**src/rtl/vga_pattern_core_if.sv**
```systemverilog
// Pixel-side bundle of vga_pattern_core: strobe/pattern controls in, timed video out.
// master = the pattern core, slave = whatever consumes the video (pins, bench).
interface vga_pattern_core_if #(
    parameter int COLOR_BITS = 4,
    parameter int X_W        = 10,
    parameter int Y_W        = 10
);
    logic                      pix_en;
    logic [1:0]                mode_sel;
    logic [3*COLOR_BITS-1:0]   fg_color;
    logic                      hsync;
    logic                      vsync;
    logic [COLOR_BITS-1:0]     red;
    logic [COLOR_BITS-1:0]     green;
    logic [COLOR_BITS-1:0]     blue;
    logic                      video_active;
    logic [X_W-1:0]            x_loc;
    logic [Y_W-1:0]            y_loc;
    logic                      frame_start;

    modport master (
        input  pix_en, mode_sel, fg_color,
        output hsync, vsync, red, green, blue, video_active, x_loc, y_loc, frame_start
    );

    modport slave (
        output pix_en, mode_sel, fg_color,
        input  hsync, vsync, red, green, blue, video_active, x_loc, y_loc, frame_start
    );
endinterface

```
**src/rtl/vga_pattern_core.sv**
```systemverilog
// VGA timing + test patterns (solid/bars/checker/ramp); VGA_PATTERN_BORDER_EN adds a white edge.
// Latency: one pix_en tick from counter state to registered outputs; frame_start is a 1-clk pulse.
// No backpressure: pix_en=0 freezes counters and outputs, rst dominates pix_en.
module vga_pattern_core #(
    parameter int   H_PIXELS      = 640,
    parameter int   H_FRONT_PORCH = 16,
    parameter int   H_SYNC        = 96,
    parameter int   H_BACK_PORCH  = 48,
    parameter int   V_PIXELS      = 480,
    parameter int   V_FRONT_PORCH = 10,
    parameter int   V_SYNC        = 2,
    parameter int   V_BACK_PORCH  = 33,
    parameter logic SYNC_ACTIVE   = 1'b0,
    parameter int   COLOR_BITS    = 4,
    parameter int   CHECK_LOG2    = 5
) (
    input  logic               clk,
    input  logic               rst,
    vga_pattern_core_if.master vid
);
    localparam int TOTAL_W  = H_PIXELS + H_FRONT_PORCH + H_SYNC + H_BACK_PORCH;
    localparam int TOTAL_H  = V_PIXELS + V_FRONT_PORCH + V_SYNC + V_BACK_PORCH;
    localparam int X_W      = $clog2(TOTAL_W + 1);
    localparam int Y_W      = $clog2(TOTAL_H + 1);
    localparam int HS_START = H_PIXELS + H_FRONT_PORCH;
    localparam int HS_END   = HS_START + H_SYNC;
    localparam int VS_START = V_PIXELS + V_FRONT_PORCH;
    localparam int VS_END   = VS_START + V_SYNC;
    // Narrow screens have no room for bars; BAR_END=0 then blacks out every pixel.
    localparam int BAR_W    = (H_PIXELS >= 8) ? (H_PIXELS / 8) : 1;
    localparam int BAR_END  = 8 * (H_PIXELS / 8);

    logic [X_W-1:0]        h_q, h_d;
    logic [Y_W-1:0]        v_q, v_d;
    logic [1:0]            mode_q, mode_d;
    logic                  hsync_q, hsync_d;
    logic                  vsync_q, vsync_d;
    logic                  active_q, active_d;
    logic [COLOR_BITS-1:0] red_q, red_d;
    logic [COLOR_BITS-1:0] green_q, green_d;
    logic [COLOR_BITS-1:0] blue_q, blue_d;
    logic [X_W-1:0]        x_q;
    logic [Y_W-1:0]        y_q;
    logic                  frame_start_q, frame_start_d;

    logic                  h_last, v_last;
    logic [31:0]           hx, vx;
    logic [2:0]            bar_idx;
    logic [COLOR_BITS-1:0] grey;
    logic                  chk_odd;

    always_comb begin
        h_last   = (h_q == X_W'(TOTAL_W - 1));
        v_last   = (v_q == Y_W'(TOTAL_H - 1));
        hx       = 32'(h_q);
        vx       = 32'(v_q);
        bar_idx  = 3'(hx / 32'(BAR_W));
        grey     = COLOR_BITS'((hx << COLOR_BITS) / 32'(H_PIXELS));
        chk_odd  = (((hx ^ vx) >> CHECK_LOG2) & 32'd1) != 32'd0;

        h_d = h_q + X_W'(1);
        v_d = v_q;
        if (h_last) begin
            h_d = '0;
            v_d = v_last ? '0 : v_q + Y_W'(1);
        end
        mode_d = (h_last && v_last) ? vid.mode_sel : mode_q;

        active_d = (h_q < X_W'(H_PIXELS)) && (v_q < Y_W'(V_PIXELS));
        hsync_d  = ((h_q >= X_W'(HS_START)) && (h_q < X_W'(HS_END))) ? SYNC_ACTIVE : ~SYNC_ACTIVE;
        vsync_d  = ((v_q >= Y_W'(VS_START)) && (v_q < Y_W'(VS_END))) ? SYNC_ACTIVE : ~SYNC_ACTIVE;
        frame_start_d = vid.pix_en && (h_q == '0) && (v_q == '0);

        {red_d, green_d, blue_d} = '0;
        case (mode_q)
            2'd0: {red_d, green_d, blue_d} = vid.fg_color;
            2'd1: begin
                // Bar index bits map straight to inverted {g,r,b}: W,Y,C,G,M,R,B,K.
                if (hx < 32'(BAR_END)) begin
                    red_d   = {COLOR_BITS{~bar_idx[1]}};
                    green_d = {COLOR_BITS{~bar_idx[2]}};
                    blue_d  = {COLOR_BITS{~bar_idx[0]}};
                end
            end
            2'd2: if (!chk_odd) {red_d, green_d, blue_d} = vid.fg_color;
            default: begin
                red_d   = grey;
                green_d = grey;
                blue_d  = grey;
            end
        endcase

`ifdef VGA_PATTERN_BORDER_EN
        if ((h_q == '0) || (h_q == X_W'(H_PIXELS - 1)) ||
            (v_q == '0) || (v_q == Y_W'(V_PIXELS - 1))) begin
            {red_d, green_d, blue_d} = '1;
        end
`endif

        if (!active_d) {red_d, green_d, blue_d} = '0;
    end

    always_ff @(posedge clk) begin
        if (rst) begin
            h_q           <= '0;
            v_q           <= '0;
            mode_q        <= vid.mode_sel;
            hsync_q       <= ~SYNC_ACTIVE;
            vsync_q       <= ~SYNC_ACTIVE;
            active_q      <= 1'b0;
            red_q         <= '0;
            green_q       <= '0;
            blue_q        <= '0;
            x_q           <= '0;
            y_q           <= '0;
            frame_start_q <= 1'b0;
        end else begin
            // The pulse clears on the next clk regardless of pix_en.
            frame_start_q <= frame_start_d;
            if (vid.pix_en) begin
                h_q      <= h_d;
                v_q      <= v_d;
                mode_q   <= mode_d;
                hsync_q  <= hsync_d;
                vsync_q  <= vsync_d;
                active_q <= active_d;
                red_q    <= red_d;
                green_q  <= green_d;
                blue_q   <= blue_d;
                x_q      <= h_q;
                y_q      <= v_q;
            end
        end
    end

    assign vid.hsync        = hsync_q;
    assign vid.vsync        = vsync_q;
    assign vid.video_active = active_q;
    assign vid.red          = red_q;
    assign vid.green        = green_q;
    assign vid.blue         = blue_q;
    assign vid.x_loc        = x_q;
    assign vid.y_loc        = y_q;
    assign vid.frame_start  = frame_start_q;
endmodule

```
**src/flat_wrapper.sv**
```systemverilog
// flat-port wrapper written by rule: the top's interface ports become plain ports
module vga_pattern_core_flat 
#(
    parameter int   H_PIXELS      = 640,
    parameter int   H_FRONT_PORCH = 16,
    parameter int   H_SYNC        = 96,
    parameter int   H_BACK_PORCH  = 48,
    parameter int   V_PIXELS      = 480,
    parameter int   V_FRONT_PORCH = 10,
    parameter int   V_SYNC        = 2,
    parameter int   V_BACK_PORCH  = 33,
    parameter logic SYNC_ACTIVE   = 1'b0,
    parameter int   COLOR_BITS    = 4,
    parameter int   CHECK_LOG2    = 5
)
  (clk, rst, vid_pix_en, vid_mode_sel, vid_fg_color, vid_hsync, vid_vsync, vid_red, vid_green, vid_blue, vid_video_active, vid_x_loc, vid_y_loc, vid_frame_start);
  vga_pattern_core_if #(.COLOR_BITS(COLOR_BITS)) vid_i ();
  input  logic clk;
  input  logic rst;
  input wire logic [$bits(vid_i.pix_en)-1:0] vid_pix_en;
  input wire logic [$bits(vid_i.mode_sel)-1:0] vid_mode_sel;
  input wire logic [$bits(vid_i.fg_color)-1:0] vid_fg_color;
  output wire logic [$bits(vid_i.hsync)-1:0] vid_hsync;
  output wire logic [$bits(vid_i.vsync)-1:0] vid_vsync;
  output wire logic [$bits(vid_i.red)-1:0] vid_red;
  output wire logic [$bits(vid_i.green)-1:0] vid_green;
  output wire logic [$bits(vid_i.blue)-1:0] vid_blue;
  output wire logic [$bits(vid_i.video_active)-1:0] vid_video_active;
  output wire logic [$bits(vid_i.x_loc)-1:0] vid_x_loc;
  output wire logic [$bits(vid_i.y_loc)-1:0] vid_y_loc;
  output wire logic [$bits(vid_i.frame_start)-1:0] vid_frame_start;
  assign vid_i.pix_en = vid_pix_en;
  assign vid_i.mode_sel = vid_mode_sel;
  assign vid_i.fg_color = vid_fg_color;
  assign vid_hsync = vid_i.hsync;
  assign vid_vsync = vid_i.vsync;
  assign vid_red = vid_i.red;
  assign vid_green = vid_i.green;
  assign vid_blue = vid_i.blue;
  assign vid_video_active = vid_i.video_active;
  assign vid_x_loc = vid_i.x_loc;
  assign vid_y_loc = vid_i.y_loc;
  assign vid_frame_start = vid_i.frame_start;
  vga_pattern_core #(.H_PIXELS(H_PIXELS), .H_FRONT_PORCH(H_FRONT_PORCH), .H_SYNC(H_SYNC), .H_BACK_PORCH(H_BACK_PORCH), .V_PIXELS(V_PIXELS), .V_FRONT_PORCH(V_FRONT_PORCH), .V_SYNC(V_SYNC), .V_BACK_PORCH(V_BACK_PORCH), .SYNC_ACTIVE(SYNC_ACTIVE), .COLOR_BITS(COLOR_BITS), .CHECK_LOG2(CHECK_LOG2)) u_core (.clk(clk), .rst(rst), .vid(vid_i));
endmodule
```
**config.mk**
```make
export PLATFORM = sky130hd
export DESIGN_NAME = vga_pattern_core_flat
export DESIGN_NICKNAME = d
export VERILOG_FILES = /design/src/rtl/vga_pattern_core_if.sv /design/src/rtl/vga_pattern_core.sv /design/src/flat_wrapper.sv
export SDC_FILE = /design/constraint.sdc
export NUM_CORES = 1
export LEC_CHECK = 0
export ABC_AREA = 1
export BUFFER_PORTS_ARGS = -buffer_cell sky130_fd_sc_hd__buf_2
export CORE_MARGIN = 2
export CORE_UTILIZATION = 53
export CTS_CLUSTER_SIZE = 12
export DETAILED_ROUTE_END_ITERATION = 16
export PLACE_DENSITY_LB_ADDON = 0.3
export RECOVER_POWER = 100
export SYNTH_ARGS = -nofsm -noshare
export SYNTH_HDL_FRONTEND = slang
export SYNTH_SLANG_ARGS = --single-unit
```
**constraint.sdc**
```tcl
create_clock -name clk -period 3.2 [get_ports clk]
set_input_delay 0.32 -clock clk [delete_from_list [all_inputs] [get_ports clk]]
set_output_delay 0.32 -clock clk [all_outputs]
set_load 0.005 [all_outputs]
```
After elaboration in Yosys (flattened, before gate mapping):

Cells that the tools add are included.

* bits in latches: 0
* input bits: 17
* memory bits (read-only): 0
* memory bits (writable): 0
* memories: 0
* register bits: 58
* output and inout bits: 36

* shift operators: 0
* $lt $le $gt $ge: 7
* bitwise operators: 4
* div/mod/pow operators: 2
* multiply operators: 0
* reductions and logical operators: 13
* equality and inequality tests: 4
* $add $sub $neg: 2
* multiplexer cells: 19

Operator list (number)
* $mux W4: 9
* $pmux W4 S3: 3
* $div A10 B7 Y32 const B: 1
* $div A14 B10 Y32 const B: 1
* $lt A10 B10 Y1 const B: 3
* $add A10 B1 Y10 const B: 2
* $eq A10 B10 Y1 const B: 2
* $logic_not A10 Y1: 2
* $lt A10 B9 Y1 const B: 2
* $mux W10: 2
* $ge A10 B10 Y1 const B: 1
* $ge A10 B9 Y1 const B: 1
* $logic_and A1 B1 Y1: 6
* $mux W2: 3
* $xor A6 B6 Y6: 1
* $reduce_and A2 Y1: 2
* $reduce_bool A2 Y1: 2
* $not A1 Y1: 3
* $eq A2 B1 Y1 const B: 1
* $eq A2 B2 Y1 const B: 1
* $logic_not A2 Y1: 1
* $mux W1: 2

Longest topological paths before layout:

Gate-level depths: netlist (run 1).

* depth in word-level cells: 5
* gate-level depth with buffers: 34
* gate-level depth less buffers: 34

Worst setup path after synthesis (run 1):

Ideal clock, no wire load.

* path kind: register to register
* from: register u_core.h_q[0]
* to: register u_core.green_q[0] (netlist: u_core.vid.green[0])
* cell stages (with the launch flop): 30
* slack: -0.056 ns
* arrival time: 3.122 ns
* path through: dfxtp_1 > inv_1 > ha_1 > nor2_8 > nand3_2 > nand2_4 > nand2_8 > nand2_2 > nand2_4 > nor2_4 > nand2_4 > inv_2 > nand2_1 > nand3_1 > inv_2 > a21oi_4 > buf_6 > nand4_1 > nand2_2 > nand2_4 > nand2_4 > nand3_4 > nand2_1 > nand2_1 > nand2_1 > nand4_1 > nor2_1 > nand3_2 > nand2_1 > a21oi_2

* longest elaborated chain between the ends: 5
* elaborated cells between the ends (all ways): 9
* classes of those cells: div (2); order compare (2); mux (3); bitwise (1); reduce/logical (1)

RTL lines
* start, declared: line vga_pattern_core.sv:33 `logic [X_W-1:0] h_q, h_d;`
* start signal, assigned: line vga_pattern_core.sv:105 `h_q <= '0;`
* start signal, assigned: line vga_pattern_core.sv:121 `h_q <= h_d;`
* branches (longest 4 deep; another with $div A14 B10 Y32)
* $mux W4 *: line vga_pattern_core.sv:100 `if (!active_d) {red_d, green_d, blue_d} = '0;`
* end signal, assigned: line vga_pattern_core.sv:128 `green_q <= green_d;`
* end, declared: line vga_pattern_core.sv:40 `logic [COLOR_BITS-1:0] green_q, green_d;`

Mark *: on every way between the ends.
A chain may end at the register's enable or synchronous reset.

Worst setup path after layout (run 1):

* from: register u_core.h_q[0]
* to: register u_core.blue_q[0] (netlist: u_core.vid.blue[0])

* longest elaborated chain between the ends: 5
* elaborated cells between the ends (all ways): 9
* classes of those cells: div (2); order compare (2); mux (3); bitwise (1); reduce/logical (1)

RTL lines
* branches (longest 4 deep; another with $div A14 B10 Y32)
* $mux W4 *: line vga_pattern_core.sv:100
* end signal, assigned: line vga_pattern_core.sv:129 `blue_q <= blue_d;`
* end, declared: line vga_pattern_core.sv:41 `logic [COLOR_BITS-1:0] blue_q, blue_d;`

Marks and branches as above.

==> flow_metrics.env, run 1 <==
export IMPL_hpwlAfterDp_mm=8.707
export IMPL_end_kind="register"
export IMPL_core_um2=7331
export IMPL_via_per_inst=5.607
export IMPL_period_needed_ns=3.548
export IMPL_slew_headroom_pct=20.40
export IMPL_hold_buffers=0
export IMPL_cts_root_buf="clkbuf_8"
export IMPL_reg2reg_from="u_core.h_q[0]"
export IMPL_power_internal_mw=1.221
export IMPL_setup_slack_ns=-0.3477
export IMPL_sequentialPowerShare_pct=45.4
export IMPL_slowest_delay_ns=0.33
export IMPL_reg2reg_to="u_core.vid.blue[0]"
export IMPL_grt_pass1_wl_mm=20.29
export IMPL_synthTopCellsByArea="dfxtp_1 (28%), nand2_1 (12%), nand3_1 (6.1%)"
export IMPL_async_flop_share_pct=0
export IMPL_yosysSeqAreaShare_pct=29.25
export IMPL_synth_most_common_cell="nand2_1"
export IMPL_setup_worst_path_start_class="register"
export IMPL_ys_top_cells_by_count="nand2_1 (126), inv_1 (58), dfxtp_1 (56)"
export IMPL_syn_nets=619
export IMPL_clk_path_buf_depth=2
export IMPL_synth_edf_count=2
export IMPL_place_ws_ns=-0.2753
export IMPL_run_status="finished with violations"
export IMPL_synth_top_cell_area_share_pct=27.77
export IMPL_finalCritPeriodShare_pct=110.9
export IMPL_die_area_um2=8332
export IMPL_synth_seq_cells=58
export IMPL_area_growth_synth_to_final_pct=35.98
export IMPL_die_h_um=91.28
export IMPL_syn_instance_count=596
export IMPL_p_leak_nw=2.696
export IMPL_nNetsFinal=754
export IMPL_drtIter0Drc=348
export IMPL_gp_congestion=0.9823
export IMPL_endpoint="u_core.vid.blue[0]"
export IMPL_p_per_area_nw_per_um2=308.8
export IMPL_worstMarginPinSlew_ns=1.194
export IMPL_drive_gt1_share_pct=36.55
export IMPL_pin_count=53
export IMPL_dp_cells=805
export IMPL_clk_pin_slew_ns=0.07
export IMPL_post_synth_num_cell_types=45
export IMPL_violations="negative setup slack"
export IMPL_seqCellArea_um2=1190
export IMPL_fin_skew_ns=0.01013
export IMPL_start_util_pct=55.08
export IMPL_arrival_ns=3.76
export IMPL_drv_slew=0
export IMPL_clock_sinks=58
export IMPL_dieWidth_um=91.28
export IMPL_first_pass_iters=5
export IMPL_comb_power_share_pct=14.1
export IMPL_antenna_left=0
export IMPL_drc=0
export IMPL_cts_max_level=3
export IMPL_clk_latency_ns=0.35
export IMPL_rows=31
export IMPL_grt_overflow_total=0
export IMPL_grt_pass1_vias=4293
export IMPL_clockPowerShare_pct=40.4
export IMPL_cp_required_ns=3.41
export IMPL_cts_buffers=9
export IMPL_switching_share_pct=27.98
export IMPL_finalSetupViolCount=6
export IMPL_total_power_mw=1.695
export IMPL_synthFlopType="dfxtp_1"
export IMPL_antenna_cells=0
export IMPL_cp_max_fo=8
export IMPL_rsz0062_at_grt="yes"
export IMPL_place_port_buffers=52
export IMPL_cap_violations=0
export IMPL_startpoint="u_core.h_q[0]"
export IMPL_p_switching_mw=0.4743
export IMPL_crit_top_cell="nand2_2"
export IMPL_hold_viol=0
export IMPL_cts_tree="done"
export IMPL_rrSetupSlack_ns=-0.35
export IMPL_wl_per_cell_um=15.29
export IMPL_antenna_found_initial=0
export IMPL_instances_no_fill=835
export IMPL_rr_worst_depth=27
export IMPL_placed_area_um2=4907
export IMPL_fmaxAchievable_ghz=0.2819
export IMPL_vias=4682
export IMPL_ir_worst_vdd_mv=0.4329
export IMPL_hp_class="primary input to register"
export IMPL_cp_slowest_cell="dfxtp_2"
export IMPL_ys_warn_count=0
export IMPL_synth_top_area_cell="dfxtp_1"
export IMPL_syn_area_um2=4038
export IMPL_crit_type="register to register"
export IMPL_multi_input_area_um2=2750
export IMPL_drt_total_wl_mm=12.77
export IMPL_grt_start_max_net_pins=38
export IMPL_final_area_um2=5490
export IMPL_fillers=537
export IMPL_globalRouteTotalUtil_pct=29.59
export IMPL_postSynthAreaPerCell_um2=6.775
layout by cell type (no fill, tap or decap), drive strengths merged:
cell,synthesis,routed
o21bai,1,1
nor3b,5,5
and2,1,1
nor4,7,7
a21oi,49,49
a211o,1,1
clkbuf,13,22
dfxtp,56,56
a31oi,4,4
bufinv,0,1
clkinv,2,4
clkinvlp,0,1
o21ai,34,34
a221oi,2,2
inv,72,75
ha,6,6
buf,8,129
and3,1,1
edfxtp,2,2
nand2,152,153
nand4,29,30
o31ai,2,2
xnor2,2,2
nor3,9,9
xor2,10,10
nor2,67,67
nand3,57,58
a211oi,4,4
worst min path at each step:
stage,startpoint,endpoint,slack (ns),cells past startpoint
3_5_place_dp,u_core.vid.vsync,u_core.vid.vsync,0.46,2
2_1_floorplan,vid_mode_sel[0],u_core.mode_q[0],0.42,0
4_1_cts,vid_mode_sel[1],u_core.mode_q[1],0.15,1
6_report,vid_mode_sel[1],u_core.mode_q[1],0.15,1
5_1_grt,vid_mode_sel[1],u_core.mode_q[1],0.14,1
3_3_place_gp,u_core.vid.green[3],u_core.vid.green[3],0.45,2
kinds of logic after synthesis:
kind of cell / after synthesis / share of synthesized area (%)
AOI/OAI and AO/OA: 97 / 14.07
and+or+nand+nor: 328 / 42.45
buffers and inverters: 95 / 9.761
xor gates and xnor gates: 12 / 2.603
adders and majority gates: 6 / 1.859
DFF: 58 / 29.25
power groups by stage:
stage | sequential (mW) | clock, mW | combinational [mW]
floorplan | 0.787 | 0 | 0.126
global placement | 0.784 | 0 | 0.205
detailed placement | 0.785 | 0 | 0.210
CTS | 0.771 | 0.688 | 0.224
global route | 0.772 | 0.722 | 0.265
finish | 0.770 | 0.685 | 0.240
layout make-up:
class | instances | area share, %
multi-input cells | 446 | 50.09
flip-flops and latches | 58 | 21.67
repair buffers | 142 | 17.00
inverters | 74 | 5.310
clock buffers | 9 | 2.256
well taps | 99 | 2.256
clock inverters | 7 | 1.413
flip-flops by register name, summed over array words and instances (netlist names), 2 cells and up:
name,count
u_core.vid.green,4
u_core.vid.red,4
u_core.vid.x_loc,10
u_core.mode_q,2
u_core.h_q,10
u_core.v_q,10
u_core.vid.y_loc,10
u_core.vid.blue,4
per-stage QoR:
stage	hold WS [ns]	setup TNS (ns)	util, %
floorplan	0.4189	0	-
global placement	0.4515	-0.4050	66.94
detailed placement	0.4607	-0.8013	66.94
CTS	0.1455	-0.5210	71.51
global route	0.1382	-2.802	74.89
finish	0.1493	-1.135	74.89
per-layer routing:
metal / track usage [%] / up-vias / share of wire (%)
met5: 0 / - / 0
met4: 10.10 / 0 / 2.5
met3: 4.896 / 32 / 6.4
met2: 51.30 / 198 / 51
met1: 37.15 / 2188 / 40
li1: - / 2264 / -
timing repair:
item,4_1_cts,5_1_grt
gates resized for setup,25,52
setup endpoints to repair,5,8
setup buffers,3,8
gates cloned,2,1
pin swaps,16,27
worst max-delay path: cells and delay by family (launching register included):
family / cells / cell delay [ns]
adders and majority gates: 1 / 0.16
and+or+nand+nor: 22 / 2.44
DFF: 1 / 0.33
buffers and inverters: 2 / 0.12
xor gates and xnor gates: 1 / 0.30
AOI/OAI and AO/OA: 1 / 0.05
No activity file was read; power rests on OpenSTA's default activity.
==> run 2, diff against run 1 <==
- CORE_MARGIN: 2 -> 8
- CORE_UTILIZATION: 53 -> 54
- clock period: 3.2 -> 3.3 ns (I/O delays scaled with it)
==> run 2 against run 1 <==
  * The run still ends with negative setup slack left
  * Global-route usage decreased by 5.4 points
  * Design area decreased by 2.8%
  * Sequential cell count unchanged
  * Sequential power decreased by 2.9%
  * Largest power group unchanged
  * Cell count decreased by 1.9%
  * First-iteration DRC count decreased by 18%
  * Critical path type unchanged
  * Combinational power decreased by 4%
==> flow_metrics.env, run 2 (synthesis gave the netlist of run 1 again) <==
export IMPL_final_cell_mix="nand2_1 (103), buf_4 (69), inv_1 (55)"
export IMPL_arrival_ns=3.71
export IMPL_end_kind="register"
export IMPL_place_ws_ns=-0.1917
export IMPL_hp_class="primary input to register"
export IMPL_startpoint="u_core.h_q[0]"
export IMPL_cp_max_fo=5
export IMPL_antenna_found_initial=0
export IMPL_hold_buffers=0
export IMPL_p_leak_nw=2.553
export IMPL_hpwlAfterDp_mm=8.783
export IMPL_crit_type="register to register"
export IMPL_clock_sinks=58
export IMPL_drt_total_wl_mm=12.58
export IMPL_area_growth_synth_to_final_pct=32.14
export IMPL_rsz0062_at_grt="yes"
export IMPL_slew_headroom_pct=41.46
export IMPL_worstMarginPinSlew_ns=0.8701
export IMPL_final_area_um2=5335
export IMPL_pin_count=53
export IMPL_drc=0
export IMPL_instances_no_fill=819
export IMPL_antenna_cells=0
export IMPL_placed_area_um2=4752
export IMPL_first_pass_iters=6
export IMPL_cts_max_level=3
export IMPL_ir_worst_vdd_mv=0.3389
export IMPL_grt_pass1_wl_mm=20.54
export IMPL_cap_violations=0
export IMPL_p_per_area_nw_per_um2=299.1
export IMPL_gr_usage_met2_pct=42.16
export IMPL_core_um2=7253
export IMPL_clk_path_buf_depth=2
export IMPL_grt_use_met3_pct=4.632
export IMPL_vias=4627
export IMPL_run_status="finished with violations"
export IMPL_fillers=562
export IMPL_gp_congestion=0.9578
export IMPL_multi_input_area_um2=2743
export IMPL_dp_cells=785
export IMPL_clk_pin_slew_ns=0.08
export IMPL_hold_start="vid_mode_sel[0]"
export IMPL_start_util_pct=55.67
export IMPL_setup_worst_path_start_class="register"
export IMPL_cp_required_ns=3.51
export IMPL_period_needed_ns=3.508
export IMPL_grt_pass1_vias=4525
export IMPL_cts_tree="done"
export IMPL_violations="negative setup slack"
export IMPL_drv_slew=0
export IMPL_die_h_um=102.5
export IMPL_cts_root_buf="clkbuf_8"
export IMPL_top_usage_layer="met2"
export IMPL_clk_latency_ns=0.34
export IMPL_layout_commonest_cell="nand2_1"
export IMPL_rows=31
export IMPL_hold_slack_ns=0.1646
export IMPL_drtIter0Drc=284
export IMPL_seqCellArea_um2=1190
export IMPL_hold_viol=0
export IMPL_drive_gt1_share_pct=33.19
export IMPL_finalSetupViolCount=3
export IMPL_setup_slack_ns=-0.2077
export IMPL_reg2reg_from="u_core.h_q[0]"
export IMPL_grt_util_met1_pct=27.48
export IMPL_finalCritPeriodShare_pct=106.3
export IMPL_globalRouteTotalUtil_pct=24.19
export IMPL_place_port_buffers=52
export IMPL_via_per_inst=5.650
export IMPL_grt_overflow_total=0
export IMPL_die_area_um2=10500
export IMPL_nNetsFinal=738
export IMPL_antenna_left=0
export IMPL_fin_skew_ns=0.009995
export IMPL_wl_per_cell_um=15.36
export IMPL_fmaxAchievable_ghz=0.2851
export IMPL_dieWidth_um=102.5
export IMPL_grt_start_max_net_pins=38
export IMPL_cts_buffers=9
==> run 2: cell types whose count changed in the layout (fill, tap and decap cells not counted), sizes merged <==
cell and change:
inv +1, buf -31, clkinv -2, nand4 -1, clkinvlp +1, clkbuf +17, bufinv -1
==> run 2: area by class of cell <==
cell class | instances | share of cell area, %
Clock buffer | 10 | 2.580
Clock inverter | 6 | 0.8912
Inverter | 74 | 5.441
Multi-Input combinational cell | 445 | 51.41
Sequential cell | 58 | 22.30
Tap cell | 99 | 2.322
Timing Repair Buffer | 127 | 15.06
==> run 2: worst paths after layout <==
check | endpoint | slack [ns] | cells after the start
min reg2reg | u_core.vid.red[2] | 0.47 | 2
min | u_core.mode_q[0] | 0.16 | 1
max | u_core.vid.blue[0] | -0.21 | 27
max reg2reg | u_core.vid.blue[0] | -0.21 | 27
==> run 2: where the power goes <==
part           switching, mW  internal [mW]  leakage (nW)
sequential            0.0160          0.731         0.480
combinational          0.135         0.0947          1.98
clock                  0.318          0.301        0.0902
==> run 2: worst max-delay path: stages, from the launching register on <==
cell,delay (ns)
dfxtp_2,0.34
inv_4,0.08
ha_4,0.16
inv_4,0.05
nor2_8,0.09
nand3_4,0.10
nand2_8,0.12
nand3_1,0.12
and2_1,0.21
o21ai_0,0.21
nand2_1,0.10
nand2_2,0.11
nand3_4,0.09
nand3_4,0.13
buf_4,0.14
nand3_1,0.12
nand3_4,0.11
nand2_2,0.07
nor2_4,0.22
nand4_1,0.14
nand2_1,0.11
inv_1,0.04
nand3_1,0.07
nor2_1,0.05
nor2_1,0.12
nand3_2,0.13
nand2_2,0.10
a21oi_2,0.05
==> run 2: metal layers <==
metal / part of all wire [%] / wire (um) / vias to the layer above
met5: 0 / 0 / -
met4: 2.9 / 359 / 0
met3: 5.0 / 633 / 40
met1: 41 / 5197 / 2160
met2: 51 / 6387 / 205
li1: - / - / 2222
==> run 2: through the flow <==
step                power (mW)  TNS (ns)  utilization (%)
CTS                      1.590  -0.04520            71.33
detailed placement      0.9660   -0.5455            65.52
global route             1.661    -1.693            73.56
finish                   1.596   -0.5922            73.56
floorplan               0.8849         0                -
global placement        0.9595   -0.2677            65.52
==> run 2: repair_timing <==
item / 4_1_cts / 5_1_grt
buffers inserted: 9 / 7
resized for setup: 38 / 39
pin swaps: 11 / 37
gates cloned: 2 / 0
setup endpoints to repair: 3 / 8
==> run 3, diff against run 2 <==
==> constraint.sdc (replaced) <==
create_clock -name clk -period 3.3 [get_ports clk]
set_input_delay 0.33 -clock clk [delete_from_list [all_inputs] [get_ports clk]]
set_output_delay 0.33 -clock clk [all_outputs]
set_load 0.05 [all_outputs]
==> run 3 against run 2 <==
  * Non-clock buffer count did not move
  * The run still ends with negative setup slack left
  * Largest power group unchanged
  * Critical path type unchanged
  * Sequential cell count did not move
  * Worst setup slack got worse by 0.0077 ns
  * Wire length rose by 0.50%
  * Critical endpoint unchanged
  * Largest cell class unchanged
==> flow_metrics.env, run 3 (synthesis gave the netlist of run 1 again) <==
export IMPL_cts_max_level=3
export IMPL_die_area_um2=10500
export IMPL_drv_slew=0
export IMPL_rr_worst_depth=27
export IMPL_hold_slack_ns=0.1636
export IMPL_arrival_ns=3.72
export IMPL_layout_commonest_cell="nand2_1"
export IMPL_clk_path_buf_depth=2
export IMPL_drc=0
export IMPL_area_growth_synth_to_final_pct=31.83
export IMPL_grt_pass1_wl_mm=20.54
export IMPL_setup_worst_path_start_class="register"
export IMPL_cts_root_buf="clkbuf_8"
export IMPL_run_status="finished with violations"
export IMPL_slowest_delay_ns=0.34
export IMPL_hpwlAfterDp_mm=8.783
export IMPL_clk_latency_ns=0.34
export IMPL_via_per_inst=5.658
export IMPL_drive_gt1_share_pct=31.81
export IMPL_place_port_buffers=52
export IMPL_p_per_area_nw_per_um2=315.1
export IMPL_ir_worst_vdd_mv=0.3510
export IMPL_grt_pass1_vias=4525
export IMPL_cp_required_ns=3.51
export IMPL_rsz0062_at_grt="yes"
export IMPL_fin_skew_ns=0.01003
export IMPL_finalCritPeriodShare_pct=106.5
export IMPL_cp_slowest_cell="dfxtp_2"
export IMPL_startpoint="u_core.h_q[0]"
export IMPL_die_h_um=102.5
export IMPL_hp_class="primary input to register"
export IMPL_antenna_found_initial=0
export IMPL_hold_buffers=0
export IMPL_first_pass_iters=5
export IMPL_reg2reg_from="u_core.h_q[0]"
export IMPL_clk_pin_slew_ns=0.08
export IMPL_dieWidth_um=102.5
export IMPL_antenna_left=0
export IMPL_grt_start_max_net_pins=38
export IMPL_crit_top_cell="nand3_4"
export IMPL_hold_end="u_core.mode_q[0]"
export IMPL_place_ws_ns=-0.1917
export IMPL_globalRouteTotalUtil_pct=24.19
export IMPL_reg2reg_to="u_core.vid.blue[0]"
export IMPL_wl_per_cell_um=15.43
export IMPL_period_needed_ns=3.515
export IMPL_crit_type="register to register"
export IMPL_drtIter0Drc=301
export IMPL_start_util_pct=55.67
export IMPL_hold_start="vid_mode_sel[0]"
export IMPL_fillers=569
export IMPL_drt_total_wl_mm=12.64
export IMPL_rrSetupSlack_ns=-0.22
export IMPL_hold_viol=0
export IMPL_worstHoldPathCells=1
export IMPL_vias=4634
export IMPL_end_kind="register"
export IMPL_final_cell_mix="nand2_1 (103), buf_4 (69), inv_1 (55)"
export IMPL_worstMarginPinSlew_ns=0.8578
export IMPL_antenna_cells=0
export IMPL_p_leak_nw=2.519
export IMPL_fmaxAchievable_ghz=0.2845
export IMPL_violations="negative setup slack"
export IMPL_cts_buffers=9
export IMPL_grt_overflow_total=0
export IMPL_gp_congestion=0.9578
export IMPL_setup_slack_ns=-0.2154
export IMPL_pin_count=53
export IMPL_cts_tree="done"
export IMPL_clock_sinks=58
export IMPL_finalSetupViolCount=3
export IMPL_slew_headroom_pct=42.29
export IMPL_core_um2=7253
export IMPL_cp_max_fo=5
export IMPL_cap_violations=0
export IMPL_nNetsFinal=738
export IMPL_rows=31
## run 3: changes by cell type in the layout (fill, tap and decap cells not counted), sizes merged
cell and delta:
clkbuf +10, buf -10
## run 3: final cells by class
cell class                      instances  area [um2]  share of cell area, %
Multi-Input combinational cell        445        2743                  51.53
Sequential cell                        58        1190                  22.36
Timing Repair Buffer                  127       790.8                  14.86
Inverter                               74       290.3                  5.454
Clock buffer                           10       137.6                  2.586
Tap cell                               99       123.9                  2.327
Clock inverter                          6       47.55                 0.8933
## run 3: what timing repair did
item,in CTS,in global routing
resized for setup,38,39
buffers inserted,9,7
setup endpoints to repair,3,8
pin swaps,11,37
cloned,2,0
## run 3: metrics by stage
step | TNS [ns] | utilization [%] | total power, mW | cell area [um2] | std cells
finish | -0.6163 | 73.38 | 1.677 | 5323 | 819
global route | -1.693 | 73.38 | 1.742 | 5323 | 819
CTS | -0.04520 | 71.33 | 1.673 | 5174 | 812
detailed placement | -0.5455 | 65.52 | 1.049 | 4752 | 785
global placement | -0.2677 | 65.52 | 1.043 | 4752 | 785
floorplan | 0 | - | 0.9673 | 4038 | 596
## run 3: where the power goes
part / internal [mW] / switching (mW)
Clock: 0.301 / 0.318
Combinational: 0.0930 / 0.218
Sequential: 0.732 / 0.0162
Total: 1.13 / 0.552
## run 3: how the worst max path moves through the flow
stage / slack [ns] / depth (start not counted) / end
after floorplan: 0.04 / 29 / u_core.vid.green[0]
after global placement: -0.09 / 30 / u_core.vid.red[0]
after detailed placement: -0.19 / 30 / u_core.vid.blue[0]
after CTS: -0.03 / 29 / u_core.vid.blue[0]
after global routing: -0.48 / 27 / u_core.vid.blue[0]
final: -0.22 / 27 / u_core.vid.blue[0]
## run 3: layer usage
metal	up-vias	track usage, %	share of wire [%]
met1	2169	27.48	41
li1	2219	-	-
met5	-	0	0
met3	40	4.632	5.4
met2	206	42.16	51
met4	0	12.08	3.0
## run 3: worst max-delay path: cells and delay by family (launching register included)
| family | cells | cell delay [ns] |
|---|---|---|
| and+or+nand+nor | 20 | 2.31 |
| DFF | 1 | 0.34 |
| buffers and inverters | 4 | 0.32 |
| AOI/OAI and AO/OA | 2 | 0.26 |
| adders and majority gates | 1 | 0.16 |
